File: src/rtl/muldiv_unit_if.sv
// Request/result bundle between the EX-stage issue logic and muldiv_unit.
interface muldiv_unit_if #(
    parameter int DATA_SIZE = 32,
    parameter int OP_SIZE   = 3
);
    logic                 i_start;
    logic [OP_SIZE-1:0]   i_op;
    logic [DATA_SIZE-1:0] i_A;
    logic [DATA_SIZE-1:0] i_B;
    logic                 o_busy;
    logic                 o_done;
    logic                 o_stall;
    logic [DATA_SIZE-1:0] o_hi;
    logic [DATA_SIZE-1:0] o_lo;

    modport master (
        output i_start, i_op, i_A, i_B,
        input  o_busy, o_done, o_stall, o_hi, o_lo
    );

    modport slave (
        input  i_start, i_op, i_A, i_B,
        output o_busy, o_done, o_stall, o_hi, o_lo
    );
endinterface

File: src/rtl/muldiv_unit.sv
// Iterative MULT/MULTU/DIV/DIVU unit owning HI/LO, plus MTHI/MTLO writes.
// MULDIV_FAST_MUL_EN: multiplies complete in one cycle (IDLE -> FIX).
module muldiv_unit #(
    parameter int DATA_SIZE = 32,
    parameter int OP_SIZE   = 3
) (
    input  logic         i_clk,
    input  logic         i_reset,
    muldiv_unit_if.slave bus
);
    localparam int D  = DATA_SIZE;
    localparam int CW = $clog2(DATA_SIZE + 1);
    localparam logic [OP_SIZE-1:0] OP_MULT  = OP_SIZE'(0);
    localparam logic [OP_SIZE-1:0] OP_MULTU = OP_SIZE'(1);
    localparam logic [OP_SIZE-1:0] OP_DIV   = OP_SIZE'(2);
    localparam logic [OP_SIZE-1:0] OP_DIVU  = OP_SIZE'(3);
    localparam logic [OP_SIZE-1:0] OP_MTHI  = OP_SIZE'(4);
    localparam logic [OP_SIZE-1:0] OP_MTLO  = OP_SIZE'(5);

    typedef enum logic [1:0] {IDLE, RUN, FIX} state_t;

    state_t        state, state_nx;
    logic [CW-1:0] cnt;
    logic [2*D-1:0] acc;
    logic [D-1:0]  mag_b, a_raw, hi, lo;
    logic          is_div, neg_res, neg_rem, div_zero, busy, done;

    logic          req_md, accept, is_signed, a_neg, b_neg, fast_mul;
    logic [D-1:0]  mag_a_in, mag_b_in, q, r;
    logic [D:0]    mul_sum, div_shift, div_diff;
    logic [2*D-1:0] prod_fix;

    assign req_md    = bus.i_start && (bus.i_op <= OP_DIVU);
    assign accept    = (state == IDLE) && req_md;
    assign is_signed = (bus.i_op == OP_MULT) || (bus.i_op == OP_DIV);
    assign a_neg     = is_signed && bus.i_A[D-1];
    assign b_neg     = is_signed && bus.i_B[D-1];
    assign mag_a_in  = a_neg ? -bus.i_A : bus.i_A;
    assign mag_b_in  = b_neg ? -bus.i_B : bus.i_B;
`ifdef MULDIV_FAST_MUL_EN
    assign fast_mul  = (bus.i_op == OP_MULT) || (bus.i_op == OP_MULTU);
`else
    assign fast_mul  = 1'b0;
`endif

    // acc holds {partial product, multiplier} or {remainder, dividend/quotient}
    assign mul_sum   = {1'b0, acc[2*D-1:D]} + (acc[0] ? {1'b0, mag_b} : '0);
    assign div_shift = {acc[2*D-1:D], acc[D-1]};
    assign div_diff  = div_shift - {1'b0, mag_b};
    assign q         = acc[D-1:0];
    assign r         = acc[2*D-1:D];
    assign prod_fix  = neg_res ? -acc : acc;

    always_ff @(posedge i_clk or negedge i_reset) begin
        if (!i_reset) state <= IDLE;
        else          state <= state_nx;
    end

    always_comb begin
        state_nx = state;
        case (state)
            IDLE:    if (accept) state_nx = fast_mul ? FIX : RUN;
            RUN:     if (cnt == CW'(1)) state_nx = FIX;
            FIX:     state_nx = IDLE;
            default: state_nx = IDLE;
        endcase
    end

    always_ff @(posedge i_clk or negedge i_reset) begin
        if (!i_reset) begin
            cnt <= '0; acc <= '0; mag_b <= '0; a_raw <= '0; hi <= '0; lo <= '0;
            is_div <= 1'b0; neg_res <= 1'b0; neg_rem <= 1'b0; div_zero <= 1'b0;
            busy <= 1'b0; done <= 1'b0;
        end else begin
            done <= 1'b0;
            case (state)
                IDLE: begin
                    if (accept) begin
                        mag_b    <= mag_b_in;
                        a_raw    <= bus.i_A;
                        is_div   <= (bus.i_op == OP_DIV) || (bus.i_op == OP_DIVU);
                        neg_res  <= a_neg ^ b_neg;
                        neg_rem  <= a_neg;
                        div_zero <= (bus.i_B == '0);
                        busy     <= 1'b1;
                        cnt      <= CW'(D);
`ifdef MULDIV_FAST_MUL_EN
                        if (fast_mul) acc <= {{D{1'b0}}, mag_a_in} * {{D{1'b0}}, mag_b_in};
                        else          acc <= {{D{1'b0}}, mag_a_in};
`else
                        acc      <= {{D{1'b0}}, mag_a_in};
`endif
                    end else if (bus.i_start && bus.i_op == OP_MTHI) begin
                        hi <= bus.i_A;
                    end else if (bus.i_start && bus.i_op == OP_MTLO) begin
                        lo <= bus.i_A;
                    end
                end
                RUN: begin
                    cnt <= cnt - CW'(1);
                    if (is_div)
                        acc <= {div_diff[D] ? div_shift[D-1:0] : div_diff[D-1:0],
                                acc[D-2:0], ~div_diff[D]};
                    else
                        acc <= {mul_sum, acc[D-1:1]};
                end
                FIX: begin
                    busy <= 1'b0;
                    done <= 1'b1;
                    if (!is_div) begin
                        {hi, lo} <= prod_fix;
                    end else if (div_zero) begin
                        lo <= '1;
                        hi <= a_raw;
                    end else begin
                        lo <= neg_res ? -q : q;
                        hi <= neg_rem ? -r : r;
                    end
                end
                default: ;
            endcase
        end
    end

    assign bus.o_busy  = busy;
    assign bus.o_done  = done;
    assign bus.o_stall = busy | req_md;
    assign bus.o_hi    = hi;
    assign bus.o_lo    = lo;
endmodule

File: src/flat_wrapper.sv
// flat-port wrapper written by rule: the top's interface ports become plain ports
module muldiv_unit_flat 
#(
    parameter int DATA_SIZE = 32,
    parameter int OP_SIZE   = 3
)
  (i_clk, i_reset, bus_i_start, bus_i_op, bus_i_A, bus_i_B, bus_o_busy, bus_o_done, bus_o_stall, bus_o_hi, bus_o_lo);
  muldiv_unit_if #(.DATA_SIZE(DATA_SIZE), .OP_SIZE(OP_SIZE)) bus_i ();
  input  logic i_clk;
  input  logic i_reset;
  input wire logic [$bits(bus_i.i_start)-1:0] bus_i_start;
  input wire logic [$bits(bus_i.i_op)-1:0] bus_i_op;
  input wire logic [$bits(bus_i.i_A)-1:0] bus_i_A;
  input wire logic [$bits(bus_i.i_B)-1:0] bus_i_B;
  output wire logic [$bits(bus_i.o_busy)-1:0] bus_o_busy;
  output wire logic [$bits(bus_i.o_done)-1:0] bus_o_done;
  output wire logic [$bits(bus_i.o_stall)-1:0] bus_o_stall;
  output wire logic [$bits(bus_i.o_hi)-1:0] bus_o_hi;
  output wire logic [$bits(bus_i.o_lo)-1:0] bus_o_lo;
  assign bus_i.i_start = bus_i_start;
  assign bus_i.i_op = bus_i_op;
  assign bus_i.i_A = bus_i_A;
  assign bus_i.i_B = bus_i_B;
  assign bus_o_busy = bus_i.o_busy;
  assign bus_o_done = bus_i.o_done;
  assign bus_o_stall = bus_i.o_stall;
  assign bus_o_hi = bus_i.o_hi;
  assign bus_o_lo = bus_i.o_lo;
  muldiv_unit #(.DATA_SIZE(DATA_SIZE), .OP_SIZE(OP_SIZE)) u_core (.i_clk(i_clk), .i_reset(i_reset), .bus(bus_i));
endmodule
File: config.mk
export PLATFORM = sky130hd
export DESIGN_NAME = muldiv_unit_flat
export DESIGN_NICKNAME = d
export VERILOG_FILES = /design/src/rtl/muldiv_unit_if.sv /design/src/rtl/muldiv_unit.sv /design/src/flat_wrapper.sv
export SDC_FILE = /design/constraint.sdc
export NUM_CORES = 1
export LEC_CHECK = 0
export CORE_UTILIZATION = 53
export CTS_CLUSTER_DIAMETER = 150
export DETAILED_ROUTE_END_ITERATION = 6
export PLACE_DENSITY = 0.74
export SLEW_MARGIN = 10
export SYNTH_ARGS = -nofsm -noshare
export SYNTH_HDL_FRONTEND = slang
export SYNTH_SLANG_ARGS = --single-unit
export TNS_END_PERCENT = 10
File: constraint.sdc
create_clock -name i_clk -period 8.9 [get_ports i_clk]
set_input_delay 2.225 -clock i_clk [delete_from_list [all_inputs] [get_ports i_clk]]
set_output_delay 2.225 -clock i_clk [all_outputs]
set_load 0.03 [all_outputs]
# ---- Yosys cells after proc, flatten, opt, wreduce, memory -nomap -nowiden
# Index checks and enable logic that the tools add are counted.
dict set report totals {
  inputBits 70
  wordCells 86
  reg_bits 206
  out_inout_bits 67
}
dict set report classes {
  reduce_logical 19
  muxes 29
  n_eq_ne 13
  n_addsub 8
  n_bitwise 3
  order_cmp 1
}
# op count
set ops {}
lappend ops {{two-way mux 32 bit} 15}
lappend ops {{two-way mux 64 bit} 3}
lappend ops {{negator 32 bit} 4}
lappend ops {{one-hot mux 32 bit (2 select lines)} 2}
lappend ops {{one-hot mux 64 bit (2 select lines)} 1}
lappend ops {{negator 64 bit} 1}
lappend ops {{adder 32 x 33 -> 33 bit} 1}
lappend ops {{subtractor 33 x 32 -> 33 bit} 1}
lappend ops {{logical NOT 32 bit} 1}
lappend ops {{one-hot mux 6 bit (2 select lines)} 1}
lappend ops {{!= test 2 bit (second input constant)} 4}
lappend ops {{AND reduction 2 bit} 4}
lappend ops {{== test 3 x 2 -> 1 bit (second input constant)} 2}
lappend ops {{== test 3 bit (second input constant)} 2}
lappend ops {{== test 6 x 1 -> 1 bit (second input constant)} 1}
lappend ops {{logical AND 1 bit} 6}
lappend ops {{two-way mux 6 bit} 1}
lappend ops {{subtractor 6 x 1 -> 6 bit (second input constant)} 1}
lappend ops {{two-way mux 2 bit} 2}
lappend ops {{!= test 2 x 1 -> 1 bit (second input constant)} 2}
lappend ops {{one-hot mux 2 bit (2 select lines)} 1}
lappend ops {{AND reduction 4 bit} 1}
lappend ops {{nonzero test 2 bit} 2}
lappend ops {{<= comparator 3 x 2 -> 1 bit (second input constant)} 1}
lappend ops {{other kinds (11)} 13}

# ---- Depth between registers and ports, before layout
dict set report depth {
  depth_word 6
  mapped_depth 15
  depth_no_buf 13
}

# ---- Least setup slack after synthesis
# Ideal clock, no wire load.
dict set report synth_timing {
  path_kind {input -> output}
  from {in bus_i_start}
  to {out bus_o_stall}
  n_path_buf 0
  path_stages 2
  required_time_ns 6.675
  arrival_ns 2.692
  slack_ns 3.983
  path_cell_list {nor2b_1 > or2_2}
}
dict set report synth_via {
  elab_chain_len 2
}
# item line_no
set synth_rtl {}
lappend synth_rtl {{start, declared} flat_wrapper.sv:11} ;# input wire logic [$bits(bus_i.i_start)-1:0] bus_i_start;
lappend synth_rtl {{logical AND 1 bit} muldiv_unit.sv:33} ;# assign req_md = bus.i_start && (bus.i_op <= OP_DIVU);
lappend synth_rtl {{bitwise OR 1 bit} muldiv_unit.sv:127} ;# assign bus.o_stall = busy | req_md;
lappend synth_rtl {{end, declared} flat_wrapper.sv:17} ;# output wire logic [$bits(bus_i.o_stall)-1:0] bus_o_stall;
# Every way passes these cells.

# ---- Worst setup path in the final report
# Ends and elaborated chain as after synthesis.

==> results.txt <==
The repair_antennas step left the layout with diodes totalling 0. The worst hold slack after final layout is 0.473 ns, and the number of I/O pins is 137. Number of enable flip-flop cells after synthesis: 0. The maximum number of pins on one net before global-route repair is 93, and the fraction of the yosys area taken by sequential cells is 30.7%. After detailed routing, the average wire length per cell comes to 19.3 µm.

For the overall track demand over capacity in global routing, the log shows 30.0%. In this run the static leakage power is 7.95 nW. Counting tap cells, the placed design contains a total of 2504 instances. The fraction of layout cells with a size suffix above 1 works out to 5.21%. At the placement stage, the worst setup path has a slack of 2.72 ns.

For the total of warnings raised by yosys, the log shows 0. Once routing completed, OpenROAD measured the worst setup slack at 2.73 ns. For the count of placed standard cells in the final layout, fillers left out, the log shows 2547. Once placement finished, the instance area stood at 18100 µm².

Across the routed clock network, the largest skew measured is 0.00925 ns. The cell depth of the worst setup path came out at 4. The family with the most delay on the worst path is buffers and inverters. After detailed routing, the number of vias per cell comes to 6.19. In the synthesized netlist, the number of instances is 2109. The worst vdd rail ir drop is 0.000239 V, and the synthesized net count is 2251. The tools report the final sum of negative setup slack as 0 ns. STA classifies the critical path startpoint as a primary input.

In this run the remaining antenna-violating nets after routing total 0. The pre-antenna-repair detailed-routing pass consisted of 7 iterations. The layout net count came out at 2277. TritonCTS created 25 clock buffers. The port buffer count was 136.

For the number of max-capacitance violations reported, the log shows 0. In this run the worst setup path begins at bus_i_start. For the normalized max-slew margin, the log shows 21.0%. The floorplan step set the die width to 180 µm.

TritonCTS built the clock tree. Initial antenna violation count: 0. Averaged over all synthesized cells, the footprint is 7.95 µm². CTS placed an instance of sky130_fd_sc_hd__clkbuf_16 at the clock tree root. The floorplan step defined a die boundary enclosing 32400 µm². STA puts the critical path data arrival time at 3.95 ns.

In this run, post-CTS repair resized a total of 0 instances. Leaving out fill and tap cells, the most frequent cells in the layout are sky130_fd_sc_hd__nand2_1, sky130_fd_sc_hd__o21ai_0, sky130_fd_sc_hd__dfrtp_1. The DRC violation count after routing came out at 18.

The tools report the via count of the first global-routing pass as 14900. The final reports fail on DRC. The run finished, with violations left. The core area was 30800 µm².

Leading cell type in the layout, fill and taps excluded: sky130_fd_sc_hd__nand2_1. The run gives 0.53 ns as the clock latency on the worst-skew pair. The path class of the tightest hold or removal check is flop to flop. In this run the power density over the cells is 436 nW/µm². The detailed router placed 15800 vias in this run. The first routing iteration left 1453 violations. Clock-pin slew was measured on the worst setup and hold paths at 0.06 ns.

After clock tree synthesis, the setup repair step added 0 buffers. The critical path in this run is classified as primary input to primary output. The minimum setup slack among reg-to-reg paths was 4.56 ns. The most critical setup path has its endpoint at bus_o_stall. The number of slew-limit violations in the final report was 0.

The smallest clock period supported by the final layout is computed as 6.17 ns. For the sum of overflow across all layers after global routing, the log shows 0. Detailed placement ended at an HPWL of 35600 µm. The overall power after layout is 8.25 mW, and the register cell area after layout is 5160 µm². Measured on the finished design, the core utilization comes to 61.3%. Timing would allow up to 162 MHz. Traced cell by cell, the critical path runs through clkdlybuf4s50_1 -> nor2b_1 -> or2_2 -> clkdlybuf4s50_1.

At the pin with the least slew margin, the transition time is 1.18 ns. In this design, the critical path's most frequently occurring cell is sky130_fd_sc_hd__clkdlybuf4s50_1. The synthesized design contains 206 register bits. Setup repair after global routing left no endpoint under its margin. Counting along the longest clock path gives a buffer depth of 3. The number of hold buffers added after CTS was 0. After floorplanning, the core was divided into 64 placement rows. Count of cells along the worst register-to-register path: 13. Cell type of the slowest stage on the worst timing path: sky130_fd_sc_hd__clkdlybuf4s50_1.

The chip height was 180 µm; the first-pass GRT wire length was 79700 µm. The maximum fanout count along the critical path is 2. The capturing element type of the critical path is a primary output. The buffering stage count on the worst path with inverters included was 2. With fillers left out, the area of the finished cells amounts to 18900 µm².

The area growth from synthesis to layout is 12.7%. Worst flop-to-flop path endpoint: u_core.acc[61]. The netlist area before placement was 16800 µm². The run gives 2776 as the filler cell count.

For this run, the leading register cell type out of synthesis is sky130_fd_sc_hd__dfrtp_1. The startpoint of the most critical register-to-register path was u_core.acc[31]. Summing all multi-input logic gate instances after layout gives 10800 µm². For the maximum level of the CTS H-tree, the log shows 1.

In the finished design, the share of the clock period the worst path needs comes to 69.4%. The sink count of the clock tree is 206, and the count of final setup violators is 0. The fraction of registers with async set/reset was 100%.

The largest single stage delay on the critical path is 0.66 ns. The final hold violation count was 0. The run gives 83 as the count of different cell masters after synthesis.

The initial core utilization is 54.4%, and the final wirelength is 49200 µm. The congestion estimate from routability-driven global placement came to 0.929. Required time of the critical path: 6.68 ns.
==> final cells by class <==
cell class                 instances  share of cell area [%]
multi-input combinational       1686                    56.9
clock inverter                     4                   0.132
inverter                          61                    1.21
timing repair buffer             155                    7.98
sequential                       206                    27.3
tap                              396                    2.62
clock buffer                      39                    3.91
==> how the worst min path moves through the flow <==
stage                      from          endpoint  cells past startpoint
2_1_floorplan  u_core.a_raw[29]  u_core.a_raw[29]                      2
6_report       u_core.a_raw[19]  u_core.a_raw[19]                      2
4_1_cts        u_core.a_raw[19]  u_core.a_raw[19]                      2
3_3_place_gp   u_core.a_raw[19]  u_core.a_raw[19]                      2
3_5_place_dp   u_core.a_raw[19]  u_core.a_raw[19]                      2
5_1_grt         u_core.mag_b[3]   u_core.mag_b[3]                      2
==> where the power goes <==
part	total [mW]	switching, mW	internal, mW
Combinational	5.24	3.06	2.17
Sequential	2.04	0.620	1.42
Clock	0.973	0.409	0.564
==> layer usage <==
layer / wire, µm / share of wire, % / vias up / global-route usage (%)
met3: 3250 / 6.6 / 95 / 3.36
met4: 1380 / 2.8 / 0 / 9.69
met1: 21600 / 44 / 7500 / 40.8
met5: 0 / 0 / - / 0
met2: 22900 / 47 / 636 / 49.8
li1: - / - / 7542 / -
==> tightest hold or removal path, cell delays in order (launching register included) <==
cell and delay [ns]:
sky130_fd_sc_hd__dfrtp_1 0.34, sky130_fd_sc_hd__nand2_1 0.05, sky130_fd_sc_hd__nand2_1 0.06
==> logic make-up (layout without fill, tap and decap cells) <==
group | after synthesis | count (layout) | synth area share (%)
compound gates | 614 | 614 | 22.9
xor+xnor | 188 | 188 | 9.82
fa+ha+maj | 72 | 72 | 5.46
buf+inv | 217 | 259 | 5.48
flops | 206 | 206 | 30.7
mux | 99 | 99 | 6.07
simple gates | 713 | 713 | 19.5
==> Yosys cell counts, types with 17 or more instances <==
cell,instances,share of area [%]
sky130_fd_sc_hd__or4_1,17,0.76
sky130_fd_sc_hd__a32oi_1,32,1.7
sky130_fd_sc_hd__a22oi_1,19,0.85
sky130_fd_sc_hd__inv_1,59,1.3
sky130_fd_sc_hd__nand3_1,21,0.63
sky130_fd_sc_hd__a21o_1,26,1.2
sky130_fd_sc_hd__o21ai_0,219,6.5
sky130_fd_sc_hd__xor2_1,92,4.8
sky130_fd_sc_hd__nor4_1,19,0.71
sky130_fd_sc_hd__nand2b_1,25,0.93
sky130_fd_sc_hd__xnor2_1,96,5.0
sky130_fd_sc_hd__nor3_1,31,0.93
sky130_fd_sc_hd__o31ai_1,27,1.2
sky130_fd_sc_hd__a21oi_1,131,3.9
sky130_fd_sc_hd__nand2_1,367,8.2
sky130_fd_sc_hd__mux2i_1,77,4.6
sky130_fd_sc_hd__nor2b_1,18,0.67
sky130_fd_sc_hd__mux2_2,22,1.5
sky130_fd_sc_hd__dfrtp_1,206,31
sky130_fd_sc_hd__o41ai_1,18,0.94
sky130_fd_sc_hd__ha_1,70,5.2
sky130_fd_sc_hd__nor2_1,123,2.8
sky130_fd_sc_hd__o211ai_1,22,0.98
sky130_fd_sc_hd__clkbuf_1,123,2.8
==> sequential cells by signal, summed over array words and instances (netlist names) <==
name and count:
u_core.acc 64, u_core.bus.o_hi 32, u_core.neg_res 1, u_core.mag_b 32
u_core.neg_rem 1, u_core.bus.o_busy 1, u_core.bus.o_lo 32, u_core.state 2
u_core.is_div 1, u_core.bus.o_done 1, u_core.cnt 6, u_core.a_raw 32
u_core.div_zero 1
Power figures use the tool's default switching activity.
